`src/rtl/wave_instr_feeder.sv`:
```
// wave_instr_feeder: buffers fetched instruction pairs and feeds low/high dwords to decode
module wave_instr_feeder #(
  parameter int DEPTH = 4,
  parameter int PTR_W = 2
) (
  input  logic             clk,
  input  logic             rst,
  input  logic             fetch_valid,
  output logic             fetch_ready,
  input  logic [5:0]       fetch_wfid,
  input  logic [31:0]      fetch_pc,
  input  logic [63:0]      fetch_instr,
  input  logic [8:0]       fetch_sgpr_base,
  input  logic [9:0]       fetch_vgpr_base,
  input  logic [15:0]      fetch_lds_base,
  input  logic             feeder_hold,
  input  logic             feeder_flush,
  input  logic             wave_ins_half_rqd,
  input  logic [5:0]       wave_ins_half_wfid,
  output logic             wave_instr_valid,
  output logic [31:0]      wave_instr,
  output logic [31:0]      wave_instr_pc,
  output logic [5:0]       wave_wfid,
  output logic [8:0]       wave_sgpr_base,
  output logic [9:0]       wave_vgpr_base,
  output logic [15:0]      wave_lds_base,
  output logic             feeder_half_err,
  output logic [PTR_W:0]   feeder_count
);
  typedef enum logic [1:0] {IDLE, WAIT, HI} state_t;
  state_t state, state_nx;
  logic [5:0]       m_wfid  [DEPTH];
  logic [31:0]      m_pc    [DEPTH];
  logic [63:0]      m_instr [DEPTH];
  logic [8:0]       m_sgpr  [DEPTH];
  logic [9:0]       m_vgpr  [DEPTH];
  logic [15:0]      m_lds   [DEPTH];
  logic [PTR_W-1:0] wr_ptr, rd_ptr;
  logic [PTR_W:0]   count;
  logic             push, pop, launch, hi_go, err_set;
  assign fetch_ready  = count != (PTR_W+1)'(DEPTH);
  assign feeder_count = count;
  assign push         = fetch_valid & fetch_ready & ~feeder_flush;
  // storage has no reset; only entries below count are ever read
  always_ff @(posedge clk) begin
    if (push) begin
      m_wfid[wr_ptr]  <= fetch_wfid;
      m_pc[wr_ptr]    <= fetch_pc;
      m_instr[wr_ptr] <= fetch_instr;
      m_sgpr[wr_ptr]  <= fetch_sgpr_base;
      m_vgpr[wr_ptr]  <= fetch_vgpr_base;
      m_lds[wr_ptr]   <= fetch_lds_base;
    end
  end
  // next state: launch low dword, answer half request, flush overrides everything
  always_comb begin
    state_nx = state;
    launch   = 1'b0;
    hi_go    = 1'b0;
    err_set  = 1'b0;
    pop      = 1'b0;
    if (feeder_flush) state_nx = IDLE;
    else begin
      case (state)
        IDLE: begin
          launch   = (count != '0) && !feeder_hold;
          err_set  = wave_ins_half_rqd;
          state_nx = launch ? WAIT : IDLE;
        end
        WAIT: begin
          pop      = 1'b1;
          hi_go    = wave_ins_half_rqd && (wave_ins_half_wfid == m_wfid[rd_ptr]);
          err_set  = wave_ins_half_rqd && !hi_go;
          state_nx = hi_go ? HI : IDLE;
        end
        default: begin
          err_set  = wave_ins_half_rqd;
          state_nx = IDLE;
        end
      endcase
    end
  end
  // state, pointers and occupancy
  always_ff @(posedge clk or posedge rst) begin
    if (rst) begin
      state  <= IDLE;
      wr_ptr <= '0;
      rd_ptr <= '0;
      count  <= '0;
    end else if (feeder_flush) begin
      state  <= IDLE;
      wr_ptr <= '0;
      rd_ptr <= '0;
      count  <= '0;
    end else begin
      state  <= state_nx;
      wr_ptr <= wr_ptr + PTR_W'(push);
      rd_ptr <= rd_ptr + PTR_W'(pop);
      count  <= count + (PTR_W+1)'(push) - (PTR_W+1)'(pop);
    end
  end
  // registered decode outputs; data holds while valid is low, error is sticky
  always_ff @(posedge clk or posedge rst) begin
    if (rst) begin
      wave_instr_valid <= 1'b0;
      wave_instr       <= '0;
      wave_instr_pc    <= '0;
      wave_wfid        <= '0;
      wave_sgpr_base   <= '0;
      wave_vgpr_base   <= '0;
      wave_lds_base    <= '0;
      feeder_half_err  <= 1'b0;
    end else begin
      wave_instr_valid <= launch | hi_go;
      feeder_half_err  <= feeder_half_err | err_set;
      if (launch | hi_go) begin
        wave_instr     <= hi_go ? m_instr[rd_ptr][63:32] : m_instr[rd_ptr][31:0];
        wave_instr_pc  <= hi_go ? m_pc[rd_ptr] + 32'd4 : m_pc[rd_ptr];
        wave_wfid      <= m_wfid[rd_ptr];
        wave_sgpr_base <= m_sgpr[rd_ptr];
        wave_vgpr_base <= m_vgpr[rd_ptr];
        wave_lds_base  <= m_lds[rd_ptr];
      end
    end
  end
endmodule

```
`config.mk`:
```
export PLATFORM = sky130hd
export DESIGN_NAME = wave_instr_feeder
export DESIGN_NICKNAME = d
export VERILOG_FILES = /design/src/rtl/wave_instr_feeder.sv
export SDC_FILE = /design/constraint.sdc
export NUM_CORES = 1
export LEC_CHECK = 0
export ABC_AREA = 0
export CAP_MARGIN = 20
export CORE_AREA = 2 2 379 231
export DETAILED_ROUTE_END_ITERATION = 6
export DIE_AREA = 0 0 381 233
export PLACE_DENSITY = 0.48
export SLEW_MARGIN = 20
export SYNTH_ARGS = -nofsm -noshare
export SYNTH_HDL_FRONTEND = slang
export SYNTH_SLANG_ARGS = --single-unit
```
`constraint.sdc`:
```
create_clock -name clk -period 32.4 [get_ports clk]
set_input_delay 3.24 -clock clk [delete_from_list [all_inputs] [get_ports clk]]
set_output_delay 3.24 -clock clk [all_outputs]
set_load 0.1 [all_outputs]
```
==> results of run 1 <==
[cell usage after synthesis (3+ instances only)]
cell / number / area [um2]
xnor2_2: 4 / 65.06
xor2_1: 7 / 61.31
nor2b_1: 3 / 18.77
nor2_1: 39 / 146.4
mux2_2: 44 / 495.5
mux2i_1: 31 / 310.3
buf_6: 6 / 67.56
nand4_1: 4 / 25.02
o21ai_0: 35 / 175.2
dfrtp_1: 116 / 2903
nand2_1: 65 / 244.0
nand3_1: 9 / 45.04
mux4_1: 15 / 394.1
o22ai_1: 5 / 31.28
o21ai_1: 4 / 20.02
a31oi_1: 17 / 106.4
xnor2_1: 11 / 96.34
a21oi_1: 10 / 50.05
mux4_2: 121 / 2725
ha_1: 5 / 62.56
nor3_1: 3 / 15.01
edfxtp_1: 548 / 16460
buf_2: 23 / 115.1
o31ai_1: 3 / 22.52
and3_1: 14 / 87.58
clkbuf_1: 20 / 75.07
inv_1: 13 / 48.80
or3_1: 10 / 62.56
[kinds of logic after synthesis]
logic type | count (synthesis) | synth area share (%)
flip-flops | 664 | 76.38
multiplexers | 211 | 15.49
AND/OR/NAND/NOR | 171 | 3.535
AO/OA/AOI/OAI | 82 | 1.891
buffers and inverters | 70 | 1.506
XOR/XNOR | 22 | 0.8787
adder cells (fa/ha/maj) | 6 | 0.3258
[worst min path at each step]
stage                                        from                             to  slack (ns)  cells past startpoint
floorplan                     wr_ptr[1]$_DFF_PP0_            wr_ptr[1]$_DFF_PP0_        0.55                      2
global placement     wave_lds_base[2]$_DFFE_PP0P_   wave_lds_base[2]$_DFFE_PP0P_        0.49                      1
detailed placement  wave_sgpr_base[5]$_DFFE_PP0P_  wave_sgpr_base[5]$_DFFE_PP0P_        0.50                      1
CTS                 wave_sgpr_base[5]$_DFFE_PP0P_  wave_sgpr_base[5]$_DFFE_PP0P_        0.51                      1
global route        wave_sgpr_base[5]$_DFFE_PP0P_  wave_sgpr_base[5]$_DFFE_PP0P_        0.52                      1
finish              wave_sgpr_base[5]$_DFFE_PP0P_  wave_sgpr_base[5]$_DFFE_PP0P_        0.50                      1
[registers in the layout, summed over array words and instances, names as in the netlist]
signal and count:
m_instr 256, m_pc 128, m_lds 64, m_vgpr 40, m_sgpr 36, wave_instr 32, wave_instr_pc 32, m_wfid 24
wave_lds_base 16, wave_vgpr_base 10, wave_sgpr_base 9, wave_wfid 6, feeder_count 3, rd_ptr 2, state 2, wr_ptr 2
feeder_half_err 1, wave_instr_valid 1
[critical path, stage by stage]
cell             delay [ns]
clkdlybuf4s50_1        0.61
nor4_1                 0.52
o31ai_4                0.14
buf_4                  0.26
o21ai_4                0.08
buf_4                  0.59
buf_4                  0.55
mux2_2                 0.40
[power breakdown]
| part | internal (W) | total (W) | switching, W |
|---|---|---|---|
| registers | 0.00103 | 0.00108 | 0.0000566 |
| logic | 0.000221 | 0.000874 | 0.000652 |
| clock network | 0.000456 | 0.000780 | 0.000324 |
[placed cells by master, fill, tap and decap left out, drive strengths merged, types with 10 or more instances in the layout]
master,n
a31oi,17
and3,15
clkdlybuf4s50,256
mux2,44
dfrtp,116
or3,10
mux2i,31
clkbuf,97
xnor2,15
buf,21
nor2,40
nand2,65
clkinv,16
o21ai,40
mux4,136
inv,17
a21oi,10
edfxtp,548
[routing by layer]
layer | part of all wire, % | track usage (%) | wire length (um)
met1 | 45 | 18.45 | 27230
met2 | 47 | 21.84 | 28190
met3 | 5.5 | 3.573 | 3276
met4 | 1.9 | 3.360 | 1163
met5 | 0.16 | 0 | 96
[per-stage QoR]
step	power [W]	cells	util (%)	setup WS, ns
floorplan	0.001748	1226	-	17.90
global route	0.002846	2715	37.07	26.22
CTS	0.002780	2715	37.07	26.39
global placement	0.001979	2594	34.46	25.80
detailed placement	0.001984	2594	34.45	25.74
finish	0.002736	2716	37.07	26.39
[cell type report]
type | instances | share of cell area [%]
sequential | 664 | 61.49
multi-input combinational | 492 | 17.91
timing repair buffer | 277 | 8.788
clock buffer | 97 | 6.233
tap | 1147 | 4.557
clock inverter | 24 | 0.8263
inverter | 14 | 0.1827
antenna | 1 | 0.007946
==> metrics.md, run 1 <==
| Metric | Value |
|---|---|
| Die width | `381 um` |
| Measured slew at the worst slew-check pin | `1.097 ns` |
| Multi-input logic area | `5642 um2` |
| Syn nets | `1,381` |
| Power Density | `86.88 nW/um2` |
| Syn. warnings | `0` |
| CTS tree | `built` |
| Post-synthesis cell count | `1,226` |
| Number of gates resized after cts | `0` |
| WL/cell | `22.07 um` |
| Mapped cell area | `25,350 um2` |
| Max Cap Viol | `0` |
| DP Wirelength | `33,980 um` |
| Share of post-route cells with drive strength above 1 | `19.96%` |
| Largest net degree at the start of global routing | `121` |
| Vias per inst | `4.589` |
| Vias in the first global route | `13,278` |
| Worst setup EP type | `flip-flop` |
| Clock Skew | `0.01998 ns` |
| Detailed-route via count | `12,463` |
| Dominant synthesized flop cell | `edfxtp_1` |
| Crit-path max FO | `50` |
| Highest clock rate | `166.3 MHz` |
| Unrepaired setup endpoints after global routing | `false` |
| H-Tree Depth | `3` |
| Post-synth EDFFs | `548` |
| Nets | `1,672` |
| Post-synth cell types | `62` |
| Yosys reg bits | `664` |
| Antenna Nets Post-Route | `0` |
| Worst Setup SP | `feeder_flush` |
| Port bufs | `259` |
| Initial antenna violation count | `11` |
| Reg-to-reg slack, setup | `28.36 ns` |
| Drt first pass iters | `5` |
| CTS Buf Count | `68` |
| Clock slew seen by the registers of the worst setup and hold paths | `0.06 ns` |
| Die Area | `88,770 um2` |
| Hold/Removal Path Class | `flip-flop to flip-flop` |
| Crit path to | `wave_lds_base[10]$_DFFE_PP0P_` |
| Post-CTS Setup Bufs | `0` |
| Chip Height | `233 um` |
| Post-layout min period | `6.013 ns` |
| Path depth of the worst reg2reg path | `7` |
| Status | `complete, no violations` |
| Filler instances | `7,946` |
| Hold Fails Final Rpt | `0` |
| Clock Path Buffers | `3` |
| Top Ports | `260` |
| First-pass GRT wire length | `88,590 um` |
| Relative slew slack | `26.63%` |
| Initial Util | `29.84%` |
| Final instance area | `31,490 um2` |
| Clock sinks | `664` |
| Syn avg cell area | `20.67 um2` |
| Period utilisation layout | `18.56%` |
| CTS Hold Buffers Added | `0` |
| Type of the worst setup path | `input pin to flip-flop` |
| Final setup vio count | `0` |
| Register area | `19,370 um2` |
| Hold slack | `0.5023 ns` |
| Setup TNS | `0 ns` |
| Critical Path Start Type | `input pin` |
| Leak | `10.18 nW` |
| Clock Latency Late Sink | `0.60 ns` |
| Initial DRC Count | `860` |
| Root buf cell | `clkbuf_16` |
| Grt total ovfl | `0` |
| Worst R2R Start | `rd_ptr[0]$_DFF_PP0_` |
| FFs w/ async S/R, synth | `17.47%` |
| Routed WL | `59,950 um` |
| CORE AREA | `84,950 um2` |
| Total GRT Usage | `13.61%` |
| Routability cong. | `0.7398` |
| # rows | `83` |
| Area Growth Syn to Fin | `24.26%` |
| # DRC | `0` |
| VDD IR-drop max | `0.07197 mV` |
| Worst Path Required | `32.87 ns` |
| Crit path DAT | `6.48 ns` |
| Register area share after synthesis | `76.38%` |
| RR Endpoint | `wave_lds_base[10]$_DFFE_PP0P_` |
| Area after DPL | `29,270 um2` |
| Max-slew violation count | `0` |
Note: power is estimated with default switching activity, not from simulation.
==> run 2: changes to the inputs <==
clock period = 6.1 ns   (was 32.4 ns; I/O delays follow)
==> metrics.md, run 2 (same netlist as run 1, synthesis figures left out) <==
| Metric | Value |
|---|---|
| Status | `complete, no violations` |
| Type of the worst setup path | `flip-flop to flip-flop` |
| Final setup vio count | `0 (unchanged)` |
| CORE AREA | `84,950 um2 (unchanged)` |
| Grt total ovfl | `0 (unchanged)` |
| DP Wirelength | `35,970 um (+5.9%)` |
| Root buf cell | `clkbuf_16` |
| Hold Fails Final Rpt | `0 (unchanged)` |
| Max Cap Viol | `0 (unchanged)` |
| Max-slew violation count | `0 (unchanged)` |
| Share of post-route cells with drive strength above 1 | `20.28% (+0.32 points)` |
| Power Density | `463.3 nW/um2 (+430%)` |
| Clock Latency Late Sink | `0.61 ns (about the same)` |
| Post-CTS Setup Bufs | `0 (unchanged)` |
| Filler instances | `7,896 (-0.63%)` |
| Worst R2R Start | `rd_ptr[0]$_DFF_PP0_` |
| Chip Height | `233 um (unchanged)` |
| Routed WL | `61,330 um (+2.3%)` |
| Setup TNS | `0 ns (unchanged)` |
| Crit path DAT | `4.23 ns (-2.25 ns)` |
| Initial Util | `29.84% (unchanged)` |
| Top Ports | `260 (unchanged)` |
| Relative slew slack | `28.34% (+1.7 points)` |
| CTS Buf Count | `69 (+1.5%)` |
| Pre-CTS setup slack | `2.220 ns (-23.52 ns)` |
| RR Endpoint | `wave_instr[10]$_DFFE_PP0P_` |
| Clock Skew | `0.02100 ns (+0.001015 ns)` |
| Total GRT Usage | `13.90% (+0.29 points)` |
| Total power | `0.01465 W (+440%)` |
| Largest net degree at the start of global routing | `81 (-33%)` |
| Die width | `381 um (unchanged)` |
| Nets | `1,677 (+0.30%)` |
| Period utilisation layout | `61.67%` |
| Critical Path Start Type | `flip-flop` |
| Largest register by flop count | `m_instr` |
| # rows | `83 (unchanged)` |
| H-Tree Depth | `3 (unchanged)` |
| # DRC | `0 (unchanged)` |
| Crit-path max FO | `48 (-4.0%)` |
| Register area | `19,370 um2 (about the same)` |
| Initial antenna violation count | `8 (-3)` |
| VDD IR-drop max | `0.3510 mV (+390%)` |
| Regs by FF count | `m_instr x256, m_pc x128, m_lds x64` |
| Commonest non-fill, non-tap cell in the layout | `edfxtp_1` |
| Leak | `10.22 nW (+0.44%)` |
| Clock sinks | `664 (unchanged)` |
| Fin cells | `2,727 (+0.41%)` |
| Critical Path Max Stage Delay | `0.80 ns (+0.19 ns)` |
| Detailed-route via count | `12,570 (+0.86%)` |
| CP Cell Sequence | `mux4_1 -> xnor2_2 -> and4bb_4 -> nand2b_2 -> inv_2 -> buf_4 -> o21ai_0` |
| Crit-path slowest cell | `inv_2` |
| Vias in the first global route | `13,304 (+0.20%)` |
| Hold/Removal Path Class | `input pin to async pin` |
| CTS tree | `built` |
| Clock Path Buffers | `3 (unchanged)` |
| WL/cell | `22.49 um (+1.9%)` |
| Number of gates resized after cts | `0 (unchanged)` |
| First-pass GRT wire length | `90,260 um (+1.9%)` |
| Routability cong. | `0.7254 (-1.9%)` |
| Number of cells after detailed placement | `2,598 (+0.15%)` |
| Drt first pass iters | `5 (unchanged)` |
| Setup ws final | `2.338 ns (-24.05 ns)` |
| Highest clock rate | `265.8 MHz` |
| Path depth of the worst reg2reg path | `7 (unchanged)` |
| Reg-to-reg slack, setup | `2.34 ns (-26.02 ns)` |
| Clock slew seen by the registers of the worst setup and hold paths | `0.06 ns (about the same)` |
| Worst setup EP type | `flip-flop` |
| Unrepaired setup endpoints after global routing | `false` |
| Die Area | `88,770 um2 (unchanged)` |
| Initial DRC Count | `798 (-7.2%)` |
| Multi-input logic area | `5654 um2 (+0.22%)` |
| Port bufs | `259 (unchanged)` |
| CTS Hold Buffers Added | `0 (unchanged)` |
| Worst Path Required | `6.56 ns (-26.31 ns)` |
| Area Growth Syn to Fin | `24.74%` |
| Largest register FFs | `256 (unchanged)` |
| Measured slew at the worst slew-check pin | `1.072 ns (-0.02557 ns)` |
| Most frequent cells in the layout | `548 x edfxtp_1, 257 x clkdlybuf4s50_1, 121 x mux4_2` |
| Post-layout min period | `3.762 ns` |
| Vias per inst | `4.609 (+0.45%)` |
| Antenna Nets Post-Route | `0 (unchanged)` |
-- run 2: changes by cell type in the layout (fill, tap and decap cells not counted), sizes merged, moves of 2 or more --
cell,delta
clkinv,+6
clkinvlp,+2
clkbuf,-3
buf,+3
-- run 2: per-layer routing --
| layer | track usage, % | part of all wire (%) | wire, um | vias up |
|---|---|---|---|---|
| li1 | - | - | - | 5569 |
| met1 | 19.69 | 48 | 29210 | 6657 |
| met2 | 21.12 | 45 | 27580 | 246 |
| met3 | 3.834 | 5.5 | 3374 | 92 |
| met4 | 3.508 | 1.8 | 1132 | 6 |
| met5 | 0 | 0.072 | 44 | - |
-- run 2: worst max path at each step --
| stage | from | endpoint | slack [ns] | cells after the start |
|---|---|---|---|---|
| 3_3_place_gp | rd_ptr[0]$_DFF_PP0_ | wave_instr[6]$_DFFE_PP0P_ | 2.28 | 7 |
| 3_5_place_dp | rd_ptr[0]$_DFF_PP0_ | wave_instr[3]$_DFFE_PP0P_ | 2.22 | 7 |
| 4_1_cts | rd_ptr[0]$_DFF_PP0_ | wave_instr[5]$_DFFE_PP0P_ | 2.23 | 7 |
| 5_1_grt | rd_ptr[0]$_DFF_PP0_ | wave_instr[5]$_DFFE_PP0P_ | 1.96 | 7 |
| 6_report | rd_ptr[0]$_DFF_PP0_ | wave_instr[10]$_DFFE_PP0P_ | 2.34 | 7 |
| 2_1_floorplan | feeder_count[0]$_DFF_PP0_ | m_instr[1][0]$_DFFE_PP_ | 0.0004 | 5 |
-- run 2: stage by stage --
stage                     hold WS (ns)  utilization (%)  instance area, um2
final                           0.3865            37.22               31620
after global routing            0.3778            37.21               31610
after CTS                       0.3634            37.21               31610
after detailed placement        0.4961            34.54               29340
after global placement          0.4885            34.54               29340
after floorplan                 0.6366                -               25380
-- run 2: critical path: cells and delay by family, from the launching register on --
kind                   cells  cell delay [ns]
multiplexers               1             0.68
AND/OR/NAND/NOR            2             0.64
buffers and inverters      2             1.17
flip-flops                 1             0.72
XOR/XNOR                   1             0.22
AO/OA/AOI/OAI              1             0.11
-- run 2: where the power goes --
part | leakage, nW | total [W] | internal, W | switching (W)
registers | 6.36 | 0.00576 | 0.00545 | 0.000307
logic | 2.75 | 0.00467 | 0.00119 | 0.00348
clock network | 1.11 | 0.00423 | 0.00247 | 0.00176
-- run 2: cell type report --
| type | instances | area share (%) |
|---|---|---|
| antenna | 2 | 0.01583 |
| inverter | 14 | 0.1820 |
| multi-input combinational | 492 | 17.88 |
| sequential | 664 | 61.26 |
| tap | 1147 | 4.539 |
| clock buffer | 94 | 6.181 |
| clock inverter | 33 | 0.9973 |
| timing repair buffer | 281 | 8.944 |
==> run 3: changes to the inputs <==
PLACE_DENSITY = 0.5   (was 0.48)
clock period = 3.1 ns   (was 6.1 ns; I/O delays follow)
==> metrics.md, run 3 (same netlist as run 1, synthesis figures left out) <==
| Metric | Value |
|---|---|
| Filler instances | `7,875 (-0.27%)` |
| Die Area | `88,770 um2 (unchanged)` |
| Reg-to-reg slack, setup | `0.29 ns (-2.05 ns)` |
| Root buf cell | `clkbuf_16` |
| Commonest non-fill, non-tap cell in the layout | `edfxtp_1` |
| Detailed-route via count | `12,704 (+1.1%)` |
| H-Tree Depth | `3 (unchanged)` |
| Initial DRC Count | `737 (-7.6%)` |
| First-pass GRT wire length | `90,020 um (-0.26%)` |
| Largest register by flop count | `m_instr` |
| Relative slew slack | `32.10% (+3.8 points)` |
| Share of post-route cells with drive strength above 1 | `24.70% (+4.4 points)` |
| Routed WL | `61,320 um (about the same)` |
| Initial Util | `29.84% (unchanged)` |
| Clock Latency Late Sink | `0.61 ns (about the same)` |
| Antenna Nets Post-Route | `0 (unchanged)` |
| # rows | `83 (unchanged)` |
| Clock Path Buffers | `3 (unchanged)` |
| Worst setup EP type | `flip-flop` |
| Routability cong. | `0.7697 (+6.1%)` |
| WL/cell | `22.25 um (-1.1%)` |
| Setup TNS | `0 ns (unchanged)` |
| Initial antenna violation count | `13 (+5)` |
| Measured slew at the worst slew-check pin | `1.015 ns (-0.05619 ns)` |
| Port bufs | `259 (unchanged)` |
| Worst R2R Start | `rd_ptr[0]$_DFF_PP0_` |
| Post-CTS Setup Bufs | `0 (unchanged)` |
| Hold/Removal Path Class | `input pin to async pin` |
| Drt first pass iters | `5 (unchanged)` |
| CP Cell Sequence | `buf_12 -> mux4_1 -> and3_1 -> and3_1 -> nand4b_4 -> or3_1 -> a31oi_1` |
| Largest register FFs | `256 (unchanged)` |
| Crit path DAT | `3.33 ns (-0.90 ns)` |
| Buf+Inv Stages, Crit Path | `1 (-1)` |
| Unrepaired setup endpoints after global routing | `false` |
| Critical Path Max Stage Delay | `0.56 ns (-0.24 ns)` |
| Multi-input logic area | `5679 um2 (+0.44%)` |
| Final setup vio count | `0 (unchanged)` |
| Fin cells | `2,756 (+1.1%)` |
| Status | `complete, no violations` |
| Power Density | `900.3 nW/um2 (+94%)` |
| Clock Skew | `0.01995 ns (-0.001045 ns)` |
| Highest clock rate | `356.1 MHz (+34%)` |
| Regs by FF count | `m_instr x256, m_pc x128, m_lds x64` |
| DP Wirelength | `37,590 um (+4.5%)` |
| Nets | `1,709 (+1.9%)` |
| Largest net degree at the start of global routing | `73 (-9.9%)` |
| Hold Fails Final Rpt | `0 (unchanged)` |
| Leak | `10.48 nW (+2.5%)` |
| Max Cap Viol | `0 (unchanged)` |
| Vias in the first global route | `13,339 (+0.26%)` |
| RR Endpoint | `wave_instr_pc[25]$_DFFE_PP0P_` |
| Register area | `19,370 um2 (about the same)` |
| Post-layout min period | `2.808 ns (-0.9535 ns)` |
| Crit-path max FO | `23 (-52%)` |
| CTS Hold Buffers Added | `0 (unchanged)` |
| Total GRT Usage | `13.82% (-0.076 points)` |
| Crit-path slowest cell | `dfrtp_4` |
| Chip Height | `233 um (unchanged)` |
| Critical Path Start Type | `flip-flop` |
| CTS tree | `built` |
| Vias per inst | `4.610 (about the same)` |
| Die width | `381 um (unchanged)` |
| Number of cells after detailed placement | `2,631 (+1.3%)` |
| Path depth of the worst reg2reg path | `7 (unchanged)` |
| CP most frequent cell | `and3_1` |
| Clock slew seen by the registers of the worst setup and hold paths | `0.06 ns (about the same)` |
| Period utilisation layout | `90.58% (+29 points)` |
| Grt total ovfl | `0 (unchanged)` |
| VDD IR-drop max | `0.6044 mV (+72%)` |
| Delay-heaviest family, CP | `simple AND/OR/NAND/NOR gates` |
| Most frequent cells in the layout | `548 x edfxtp_1, 214 x clkdlybuf4s50_1, 121 x mux4_2` |
| Area Growth Syn to Fin | `26.25%` |
| Worst Path Required | `3.63 ns (-2.93 ns)` |
| Clock sinks | `664 (unchanged)` |
| Number of gates resized after cts | `0 (unchanged)` |
| Type of the worst setup path | `flip-flop to flip-flop` |
| Top Ports | `260 (unchanged)` |
| Max-slew violation count | `0 (unchanged)` |
| CORE AREA | `84,950 um2 (unchanged)` |
| CTS Buf Count | `68 (-1.4%)` |
| # DRC | `0 (unchanged)` |
-- run 3: cell count changes in the layout (fill, tap and decap cells not counted), moves of 2 or more --
cell	before	now
dfrtp_2	1	3
bufinv_16	5	7
clkbuf_16	72	69
clkbuf_1	15	21
dfrtp_1	113	111
clkinv_1	7	2
buf_4	18	74
buf_12	6	26
clkinv_2	13	11
clkdlybuf4s50_1	257	214
-- run 3: worst max path at each step --
stage / startpoint / endpoint / slack [ns] / cells after the start
2_1_floorplan: feeder_count[1]$_DFF_PP0_ / m_instr[1][0]$_DFFE_PP_ / -2.13 / 5
3_3_place_gp: rd_ptr[0]$_DFF_PP0_ / wave_vgpr_base[1]$_DFFE_PP0P_ / 0.27 / 4
3_5_place_dp: rd_ptr[0]$_DFF_PP0_ / wave_lds_base[0]$_DFFE_PP0P_ / 0.23 / 4
4_1_cts: rd_ptr[0]$_DFF_PP0_ / wave_vgpr_base[2]$_DFFE_PP0P_ / 0.23 / 4
5_1_grt: rd_ptr[0]$_DFF_PP0_ / wave_instr_pc[30]$_DFFE_PP0P_ / 0.009 / 7
6_report: rd_ptr[0]$_DFF_PP0_ / wave_instr_pc[25]$_DFFE_PP0P_ / 0.29 / 7
-- run 3: layer usage --
layer	routed length [um]	global-route usage (%)	vias to the layer above
met1	27920	18.90	6628
li1	-	-	5631
met2	28170	21.52	320
met5	101	0	-
met3	3783	3.958	107
met4	1347	3.854	18
-- run 3: area by class of cell --
cell class	instances	share of cell area (%)
clock buffers	96	5.901
inverters	14	0.1760
flip-flops and latches	664	60.53
clock inverters	27	1.083
diodes	2	0.01564
repair buffers	314	10.06
well taps	1147	4.485
multi-input cells	492	17.75
-- run 3: worst reg2reg max path, stage by stage (launching register included) --
cell	delay, ns
dfrtp_4	0.56
buf_12	0.22
mux4_1	0.45
and3_1	0.27
and3_1	0.38
nand4b_4	0.25
or3_1	0.44
a31oi_1	0.17
-- run 3: power breakdown --
part	total, W	switching, W	internal [W]
Sequential	0.0113	0.000591	0.0107
Clock	0.00828	0.00342	0.00486
Combinational	0.00921	0.00687	0.00234
-- run 3: stage by stage --
stage	total power, W	setup WS (ns)	hold WS (ns)	utilization (%)	cell area [um2]
after floorplan	0.01822	-2.134	0.4089	-	25410
after CTS	0.02924	0.2265	0.1614	37.66	31990
final	0.02881	0.2919	0.1678	37.67	32000
after detailed placement	0.02083	0.2341	0.4628	35.03	29760
after global placement	0.02077	0.2679	0.4624	35.03	29760
after global routing	0.02991	0.008957	0.1705	37.66	32000
